<file path="src/rtl/addx_accel_unit.sv">
// ADDX accelerator functional unit: one op in flight, fixed-latency tagged result,
// private accumulator for ACC/ACCCLR.
module addx_accel_unit #(
    parameter int unsigned XLEN          = 64,
    parameter int unsigned TRANS_ID_BITS = 3,
    parameter int unsigned LATENCY       = 2
) (
    input  logic                     clk_i,
    input  logic                     rst_ni,
    input  logic                     flush_i,
    input  logic                     addx_valid_i,
    output logic                     addx_ready_o,
    input  logic [1:0]               op_i,
    input  logic [XLEN-1:0]          operand_a_i,
    input  logic [XLEN-1:0]          operand_b_i,
    input  logic [TRANS_ID_BITS-1:0] trans_id_i,
    output logic                     addx_valid_o,
    output logic [XLEN-1:0]          addx_result_o,
    output logic [TRANS_ID_BITS-1:0] addx_trans_id_o
);

    // state | meaning
    // IDLE  | ready for a new op, no result pending
    // BUSY  | op latched, cnt counts down; result emitted when cnt==0
    typedef enum logic {IDLE, BUSY} state_e;

    localparam int unsigned CNT_W = 2;
    localparam logic [1:0] OP_ADD    = 2'b00;
    localparam logic [1:0] OP_ADDS   = 2'b01;
    localparam logic [1:0] OP_ACC    = 2'b10;
    localparam logic [1:0] OP_ACCCLR = 2'b11;

    state_e                   state_q, state_d;
    logic [CNT_W-1:0]         cnt_q, cnt_d;
    logic [1:0]               op_q, op_d;
    logic [XLEN-1:0]          a_q, a_d;
    logic [XLEN-1:0]          b_q, b_d;
    logic [TRANS_ID_BITS-1:0] tag_q, tag_d;
    logic [XLEN-1:0]          acc_q, acc_d;

    logic                     fire;
    logic [XLEN-1:0]          res;
    logic [XLEN-1:0]          add_sum;
    logic [XLEN-1:0]          acc_sum;
    logic [XLEN:0]            adds_ext;

    // Saturating add works on a sign-extended XLEN+1 sum; the top two bits disagree on overflow.
    always_comb begin
        add_sum  = a_q + b_q;
        acc_sum  = acc_q + a_q;
        adds_ext = {a_q[XLEN-1], a_q} + {b_q[XLEN-1], b_q};
        res      = add_sum;
        unique case (op_q)
            OP_ADD: res = add_sum;
            OP_ADDS: begin
                if (adds_ext[XLEN:XLEN-1] == 2'b01)
                    res = {1'b0, {(XLEN-1){1'b1}}};
                else if (adds_ext[XLEN:XLEN-1] == 2'b10)
                    res = {1'b1, {(XLEN-1){1'b0}}};
                else
                    res = adds_ext[XLEN-1:0];
            end
            OP_ACC:    res = acc_sum;
            OP_ACCCLR: res = acc_q;
            default:   res = add_sum;
        endcase
    end

    always_comb begin
        state_d = state_q;
        cnt_d   = cnt_q;
        op_d    = op_q;
        a_d     = a_q;
        b_d     = b_q;
        tag_d   = tag_q;
        acc_d   = acc_q;
        fire    = 1'b0;
        unique case (state_q)
            IDLE: begin
                if (addx_valid_i) begin
                    op_d    = op_i;
                    a_d     = operand_a_i;
                    b_d     = operand_b_i;
                    tag_d   = trans_id_i;
                    cnt_d   = CNT_W'(LATENCY - 1);
                    state_d = BUSY;
                end
            end
            BUSY: begin
                if (cnt_q != '0) begin
                    cnt_d = cnt_q - 1'b1;
                end else begin
                    fire    = 1'b1;
                    state_d = IDLE;
                    if (op_q == OP_ACC)
                        acc_d = acc_sum;
                    else if (op_q == OP_ACCCLR)
                        acc_d = '0;
                end
            end
            default: state_d = IDLE;
        endcase
        // Flush wins over everything: no accept, no result, accumulator untouched.
        if (flush_i) begin
            state_d = IDLE;
            cnt_d   = '0;
            fire    = 1'b0;
            acc_d   = acc_q;
            op_d    = op_q;
            a_d     = a_q;
            b_d     = b_q;
            tag_d   = tag_q;
        end
    end

    always_ff @(posedge clk_i or negedge rst_ni) begin
        if (!rst_ni) begin
            state_q <= IDLE;
            cnt_q   <= '0;
            op_q    <= '0;
            a_q     <= '0;
            b_q     <= '0;
            tag_q   <= '0;
            acc_q   <= '0;
        end else begin
            state_q <= state_d;
            cnt_q   <= cnt_d;
            op_q    <= op_d;
            a_q     <= a_d;
            b_q     <= b_d;
            tag_q   <= tag_d;
            acc_q   <= acc_d;
        end
    end

    assign addx_ready_o    = (state_q == IDLE);
    assign addx_valid_o    = fire;
    assign addx_result_o   = fire ? res : '0;
    assign addx_trans_id_o = fire ? tag_q : '0;

endmodule

</file>
<file path="config.mk">
export PLATFORM = sky130hd
export DESIGN_NAME = addx_accel_unit
export DESIGN_NICKNAME = d
export VERILOG_FILES = /design/src/rtl/addx_accel_unit.sv
export SDC_FILE = /design/constraint.sdc
export NUM_CORES = 1
export LEC_CHECK = 0
export CAP_MARGIN = 20
export CORE_MARGIN = 10
export CORE_UTILIZATION = 50
export CTS_BUF_LIST = sky130_fd_sc_hd__clkbuf_16
export CTS_CLUSTER_DIAMETER = 120
export DETAILED_ROUTE_END_ITERATION = 10
export HOLD_SLACK_MARGIN = 0.1
export PLACE_DENSITY = 0.87
export SYNTH_ARGS = -nofsm -noshare
export SYNTH_HDL_FRONTEND = slang
export SYNTH_SLANG_ARGS = --single-unit
export TNS_END_PERCENT = 20
</file>
<file path="constraint.sdc">
create_clock -name clk_i -period 5.3 [get_ports clk_i]
set_input_delay 1.59 -clock clk_i [delete_from_list [all_inputs] [get_ports clk_i]]
set_output_delay 1.59 -clock clk_i [all_outputs]
set_load 0.02 [all_outputs]
</file>
* Word-level counts from Yosys, hierarchy flattened
Cells that the tools add are included.
** Operators by class
- Add/subtract/negate cells :: 4
- Eq/ne operators :: 7
- Mux-type cells :: 18
- Bitwise operators :: 3
- Reduce and logical (&&, ||, !) cells :: 6
** Operators with widths (number)
- $mux W64 :: 5
- $pmux W64 S4 :: 1
- $add A64 B64 Y64 :: 2
- $add A64 B64 Y65 :: 1
- $eq A2 B2 Y1 const B :: 3
- $mux W1 :: 6
- $mux W2 :: 3
- $eq A2 B1 Y1 const B :: 2
- $pmux W2 S2 :: 1
- $reduce_and A4 Y1 :: 1
- $reduce_bool A2 Y1 :: 2
- $mux W3 :: 1
- $ne A3 B2 Y1 const B :: 1
- $ne A3 B3 Y1 const B :: 1
- $not A1 Y1 :: 3
- $reduce_and A3 Y1 :: 1
- $logic_not A2 Y1 :: 1
- $pmux W1 S2 :: 1
- $reduce_and A2 Y1 :: 1
- $sub A2 B1 Y2 const B :: 1
** Storage, ports and cells
- Register bits :: 200
- Bits of input ports :: 137
- Output and inout port bits :: 69
- Logic and storage cells :: 45

* Logic depth before layout (Yosys ltp)
Gate-level depths: netlist (run 1).
- Depth after elaboration :: 6
- Depth in mapped cells :: 15
- Depth with buffers taken out :: 14

* Worst setup path after synthesis (run 1)
OpenSTA, ideal clock, no wires.
- Kind :: flip-flop to output port
- Start :: reg a_q[0]
- End :: out addx_result_o[56]
- Arrival time :: 3.693 ns
- Required time :: 3.710 ns
- Slack :: 0.017 ns
- Cell stages (with the launch flop) :: 14
- Path buffers :: 0
- Cell sequence :: dfrtp_1 > ha_1 > fa_1 > a211oi_2 > o211ai_1 > a221oi_4 > a22oi_2 > a211o_1 > a21bo_2 > a31oi_4 > nor2_1 > a311oi_1 > nor3_1 > nor4_1
** On the way
- Longest elaborated chain between the ends :: 6
- Elaborated cells between the ends (all ways) :: 9
- Those cells by class :: add/sub: 3; eq/ne: 2; mux: 4
** RTL lines
- from (decl) :: line 36 : logic [XLEN-1:0] a_q, a_d;
- from (signal assigned) :: line 121 : a_q <= '0;
- from (signal assigned) :: line 129 : a_q <= a_d;
- $add A64 B64 Y65 :: line 51 : adds_ext = {a_q[XLEN-1], a_q} + {b_q[XLEN-1], b_q};
- $eq A2 B2 Y1 :: line 58 : else if (adds_ext[XLEN:XLEN-1] == 2'b10)
- $mux W64 :: line 58
- $mux W64 :: line 56 : if (adds_ext[XLEN:XLEN-1] == 2'b01)
- $pmux W64 S4 * :: line 53 : unique case (op_q)
- $mux W64 * :: line 138 : assign addx_result_o = fire ? res : '0;
- to (decl) :: line 18 : output logic [XLEN-1:0] addx_result_o,
Every way passes the cells marked *; elsewhere a longest branch is shown, timed or not.

* Final worst setup path (run 1)
- Start :: reg a_q[0]
- End :: out addx_result_o[62]
The elaborated chain is that of the path after synthesis.

==> metrics.yaml, run 1 <==
finish:
  post_route_cells_drive_above_1_share_pct: 34.9
  area_delta_synth_final_pct: 47.8
  nFillCells: 2453
  fin_nets: 3017
  instances_no_fill: 3211
grt:
  grt_overflow_total: 0
  grt_max_degree: 136
  antenna_found_initial: 0
  grt_pass1_wl_um: 109000
  grt_usage_pct: 33.1
  grt_pass1_vias: 19771
setup_path:
  ff2ff_setup_slack_ps: 1770
  r2r_start: "a_q[1]"
  r2r_end: "acc_q[62]"
  crit_path_end_kind: "output pin"
  reg2regPathDepth: 15
  cp_max_fo: 4
  cp-startpoint: "a_q[0]"
  critPathLaunchType: "flip-flop"
  path_class: "flip-flop to output pin"
  cp.arrival_ps: 4500
  worstPathRequired_ps: 3710
pwr:
  leakage_nw: 11.5
  finalPower_mw: 11.8
  ir_drop_mv: 0.299
  power_density_nw_per_um2: 472
detailed_routing:
  drt_iter0_markers: 1914
  ant_nets: 0
  drt-wirelength-per-cell_um: 22.3
  drc: 0
  firstDrtPassIters: 6
  vias: 19508
  vias_per_cell: 6.08
  routed_wl_um: 71600
synthesis:
  ys_seq_area_share_pct: 29.7
  synth_area_leaders: "dfrtp_1 30%, ha_1 9.5%, mux2_2 8.8%, a21oi_1 7.9%, o21ai_0 6.0%"
  yosysWarnings: 0
  yosys-top-cells-count: "265 x a21oi_1, 263 x nand2_1, 203 x o21ai_0"
  netlist.area_leader.share_pct: 29.7
  synthArstFlopShare_pct: 100
  synth_cell_types: 77
  synth_cells: 2046
  avgSynthCellArea_um2: 8.24
  ys.flop_type: "dfrtp_1"
  synth_top_area_cell: "dfrtp_1"
  ys_seq_elements: 200
  synth_nets: 2313
  syn_area_um2: 16900
  yosys.cell_count.top_type: "a21oi_1"
  synth-edff-count: 0
timing:
  period_needed_ps: 6090
  hold_viol: 0
  tightestPinTransition_ps: 823
  holdWs_ps: 503
  timing.final.crit_share_pct: 115
  slew_violations: 0
  tns_ps: -39740
  finalClockSkew_ps: 15.4
  setup_ws_ps: -787
  fmax_mhz: 164
  max-slew-margin-rel_pct: 45.1
  rsz0062_at_grt: "yes"
  setup_viol: 64
die:
  initial_core_util_pct: 50.5
  dieHeight_um: 204
  rows: 67
  die_w_um: 204
  core_um2: 33400
  die_area_um2: 41500
  ios: 206
worst_hold_path:
  hp-start: "tag_q[0]"
  min_path_type: "flip-flop to flip-flop"
  hold_path_depth: 1
  hold-path-endpoint: "tag_q[0]"
clocking:
  cts_tree: "yes"
  cts_buffer_depth: 2
  clkSinkCount: 200
  clkTransAtPathRegs_ps: 80
  cts_buffers: 17
  cts_root_buffer: "clkbuf_16"
  hold_buffers: 0
  clk_latency_ps: 480
  cts_max_level: 4
placement:
  pre_cts_slack_ps: -838
  hpwl_um: 53400
  placed_cells: 3152
  gp_congestion: 0.998
  io_buffer_count: 205
job:
  drv_cap: 0
status:
  status: "finished with violations"
  violations: "setup timing"
## cell usage in the layout, fill, tap and decap left out, types with 8 or more instances in the layout
cell,netlist,routed
buf_4,0,608
nand2_1,263,256
a21oi_1,265,252
dfrtp_1,200,196
o21ai_0,203,172
clkdlybuf4s50_1,0,140
mux2_2,131,131
ha_1,128,118
nor2_1,99,97
xnor2_1,67,66
a21o_1,52,52
xor2_1,51,50
inv_1,45,47
o21ai_1,27,41
nand4_1,40,40
o21bai_1,28,27
buf_2,9,27
nand3_1,27,24
nor3_1,26,21
a31oi_1,23,20
buf_6,0,19
o21a_1,18,17
clkbuf_16,0,17
o211ai_1,16,16
o21ai_2,2,15
a22o_1,15,14
nor2b_1,12,12
a21oi_2,1,12
and2_1,10,10
and3_1,11,10
a211oi_2,1,9
a221oi_2,0,8
ha_4,0,8
## critical path, stage by stage, from the launching register on
cell and delay (ps):
dfrtp_1 430, ha_4 190, fa_2 370, a211oi_2 280, o211ai_1 190, a221oi_4 310
a22oi_2 170, a211o_4 430, a21bo_4 280, a31oi_4 220, o21ai_4 90, a221oi_4 370
buf_4 180, nor3_2 40, a31oi_1 160, a32o_2 170, buf_6 120
## how the worst max path moves through the flow
| stage | end | slack, ps | cells past startpoint |
|---|---|---|---|
| 2_1_floorplan | addx_result_o[56] | 20 | 13 |
| 3_3_place_gp | addx_result_o[61] | -750 | 16 |
| 3_5_place_dp | addx_result_o[62] | -840 | 17 |
| 4_1_cts | addx_result_o[7] | -650 | 17 |
| 5_1_grt | addx_result_o[62] | -850 | 16 |
| 6_report | addx_result_o[62] | -790 | 16 |
## layout make-up
type	instances	area (um^2)	share of cell area, %
Multi-Input combinational cell	1674	12000	48.0
Timing Repair Buffer	811	6570	26.4
Sequential cell	200	5010	20.1
Tap cell	448	561	2.25
Clock buffer	17	425	1.71
Clock inverter	14	208	0.834
Inverter	46	173	0.693
Antenna cell	1	2.50	0.0100
## sequential cells by signal (all words and copies together), names as in the netlist
register and count:
b_q 64, op_q 2, state_q 1, a_q 64
tag_q 3, acc_q 64, cnt_q 2
## kinds of logic after synthesis
group | after synthesis | share of synthesized area, %
xor gates and xnor gates | 118 | 6.13
muxes | 135 | 8.99
DFF | 200 | 29.7
and+or+nand+nor | 524 | 13.8
AOI/OAI and AO/OA | 767 | 27.8
adders and majority gates | 130 | 9.74
buffers and inverters | 172 | 3.90
## power breakdown
group / internal, mW / total, mW / switching [mW] / leakage (nW)
sequential: 1.86 / 2.15 / 0.288 / 2.46
clock: 0.833 / 1.48 / 0.651 / 0.310
combinational: 3.80 / 8.13 / 4.32 / 8.70
total: 6.50 / 11.8 / 5.26 / 11.5
## stage by stage
stage / area, um^2 / utilization (%)
floorplan: 16900 / -
CTS: 24300 / 72.9
global placement: 23400 / 70.2
global route: 24900 / 74.7
finish: 24900 / 74.7
detailed placement: 23400 / 70.2
## routing by layer
layer	track usage [%]	vias to the layer above	share of wire [%]
li1	-	8897	-
met5	0	-	0
met3	6.47	224	9.0
met2	55.2	1069	47
met4	14.5	0	4.6
met1	40.9	9318	40
## repair_timing
item                       in CTS  in global routing
buffers inserted               11                 18
cloned                          1                  0
pin swaps                      51                 50
resized for setup             375                112
setup endpoints to repair      64                 66
(Power assumes the default switching activity.)
==> run 2, diff against run 1 <==
HOLD_SLACK_MARGIN = unset   (was 0.1)
SETUP_SLACK_MARGIN = 0.02   (was unset)
==> run 2 against run 1 <==
The flow still finishes with violations (setup timing). Worst hold slack improved by 2.8 ps. Utilization decreased by 0.80 points. Sequential power about the same. Clock skew increased by 2.0 ps. Power decreased by 1.6%. Combinational power decreased by 2%. Critical endpoint is now addx_result_o[44].
==> metrics.yaml, run 2 (same netlist as run 1, synthesis figures left out) <==
status:
  status: "finished with violations"
  violations: "setup timing"
clocking:
  cts_buffers: 17  # unchanged
  clk_latency_ps: 480  # about the same
  cts_root_buffer: "clkbuf_16"
  cts_tree: "yes"
  cts_max_level: 4  # unchanged
  hold_buffers: 0  # unchanged
  cts_buffer_depth: 2  # unchanged
  clkSinkCount: 200  # unchanged
  clkTransAtPathRegs_ps: 80  # about the same
finish:
  final_cell_mix: "608 x buf_4, 254 x nand2_1, 251 x a21oi_1"
  final_cell_area_um2: 24700  # -1.1%
  nFillCells: 2514  # +2.5%
  instances_no_fill: 3198  # -0.40%
  area_delta_synth_final_pct: 46.2
  post_route_cells_drive_above_1_share_pct: 34.2  # -0.68 points
  reg.largest.list: "a_q (64), acc_q (64), b_q (64)"
  post-route-util_pct: 73.9  # -0.80 points
  num_antenna_cells: 0  # -1
  layout_commonest_cell: "buf_4"
  fin_nets: 3004  # -0.43%
setup_path:
  worstSetupEndpoint: "addx_result_o[44]"
  ff2ff_setup_slack_ps: 1710  # -60 ps
  cp_max_fo: 6  # +2
  critPathMaxStageDelay_ps: 430  # about the same
  critPathMostFrequentCell: "buf_6"
  cp-startpoint: "a_q[0]"
  r2r_start: "a_q[9]"
  worstPathRequired_ps: 3710  # about the same
  path_class: "flip-flop to output pin"
  critPathLaunchType: "flip-flop"
  cp.arrival_ps: 4470  # -30 ps
  cpMaxStageDelayCell: "a211o_4"
  crit_path_end_kind: "output pin"
  crit_family: "compound AO/OA/AOI/OAI gates"
  reg2regPathDepth: 16  # +1
  cp_cell_sequence: "buf_6 > ha_4 > fa_2 > a211oi_2 > o211ai_1 > a221oi_4 > a22oi_2 > a211o_4 > a32oi_4 > buf_6 > o21a_4 > a21oi_4 > buf_4 > buf_2 > a21boi_1 > o21a_1 > buf_6"
  r2r_end: "acc_q[63]"
  worst-path-stages: 17  # +1
  cp_num_buf_inv: 5  # +3
detailed_routing:
  routed_wl_um: 71000  # -0.93%
  vias_per_cell: 6.05  # -0.40%
  drt_iter0_markers: 1836  # -4.1%
  drt-wirelength-per-cell_um: 22.2  # -0.53%
  firstDrtPassIters: 9  # +3
  vias: 19351  # -0.80%
  drc: 0  # unchanged
  ant_nets: 0  # unchanged
timing:
  timing.final.crit_share_pct: 114  # -0.57 points
  setup_ws_ps: -757  # +30.2 ps
  holdWs_ps: 505  # +2.79 ps
  fmax_mhz: 165  # +0.50%
  max-slew-margin-rel_pct: 30.5  # -15 points
  slew_violations: 0  # unchanged
  tns_ps: -37430  # +2310 ps
  finalClockSkew_ps: 17.4  # +1.95 ps
  tightestPinTransition_ps: 1040  # +219 ps
  hold_viol: 0  # unchanged
  setup_viol: 64  # unchanged
  period_needed_ps: 6060  # -30.2 ps
  rsz0062_at_grt: "yes"
pwr:
  leakage_nw: 11.4  # -1.0%
  finalPower_mw: 11.6  # -1.6%
  power_density_nw_per_um2: 469  # -0.58%
  ir_drop_mv: 0.297  # -0.68%
die:
  rows: 67  # unchanged
  die_w_um: 204  # unchanged
  initial_core_util_pct: 50.5  # unchanged
  core_um2: 33400  # unchanged
  die_area_um2: 41500  # unchanged
  dieHeight_um: 204  # unchanged
  ios: 206  # unchanged
grt:
  grt_pass1_vias: 19601  # -0.86%
  grt_pass1_wl_um: 109000  # -0.20%
  grt_usage_pct: 33.1  # about the same
  grt_max_degree: 136  # unchanged
  antenna_found_initial: 1  # +1
  grt_overflow_total: 0  # unchanged
worst_hold_path:
  hold_path_depth: 1  # unchanged
  hp-start: "tag_q[1]"
  min_path_type: "flip-flop to flip-flop"
placement:
  gp_congestion: 1.00  # +0.52%
  dpl_cell_area_um2: 23400  # -0.12%
  pre_cts_slack_ps: -1080  # -238 ps
  placed_cells: 3152  # unchanged
  io_buffer_count: 205  # unchanged
  hpwl_um: 54000  # +1.1%
job:
  drv_cap: 0  # unchanged
==> run 2: area by class of cell <==
class	instances	area [um^2]	area share [%]
Sequential cell	200	5010	20.3
Multi-Input combinational cell	1674	11800	48.0
Inverter	46	173	0.700
Tap cell	448	561	2.27
Clock inverter	15	176	0.716
Timing Repair Buffer	798	6470	26.2
Clock buffer	17	425	1.73
==> run 2: worst min path at each step <==
| stage | end | slack (ps) |
|---|---|---|
| floorplan | acc_q[62] | 470 |
| global placement | tag_q[0] | 480 |
| detailed placement | tag_q[1] | 490 |
| CTS | tag_q[1] | 510 |
| global route | tag_q[1] | 510 |
| finish | tag_q[1] | 510 |
==> run 2: report_power, final <==
group / internal, mW / switching (mW) / total (mW)
Combinational: 3.75 / 4.25 / 7.99
Sequential: 1.86 / 0.295 / 2.15
Clock: 0.745 / 0.677 / 1.42
Total: 6.35 / 5.22 / 11.6
==> run 2: metal layers <==
| layer | vias to the layer above | share of wire, % | global-route usage (%) |
|---|---|---|---|
| li1 | 8891 | - | - |
| met2 | 992 | 47 | 54.7 |
| met1 | 9288 | 40 | 41.4 |
| met3 | 178 | 9.2 | 7.54 |
| met4 | 2 | 3.6 | 12.5 |
| met5 | - | 0.021 | 0 |
==> run 2: repair_timing <==
item | CTS | global route
gates resized for setup | 362 | 132
gates cloned | 1 | 0
pin swaps | 40 | 38
buffers inserted | 7 | 7
setup endpoints to repair | 66 | 66
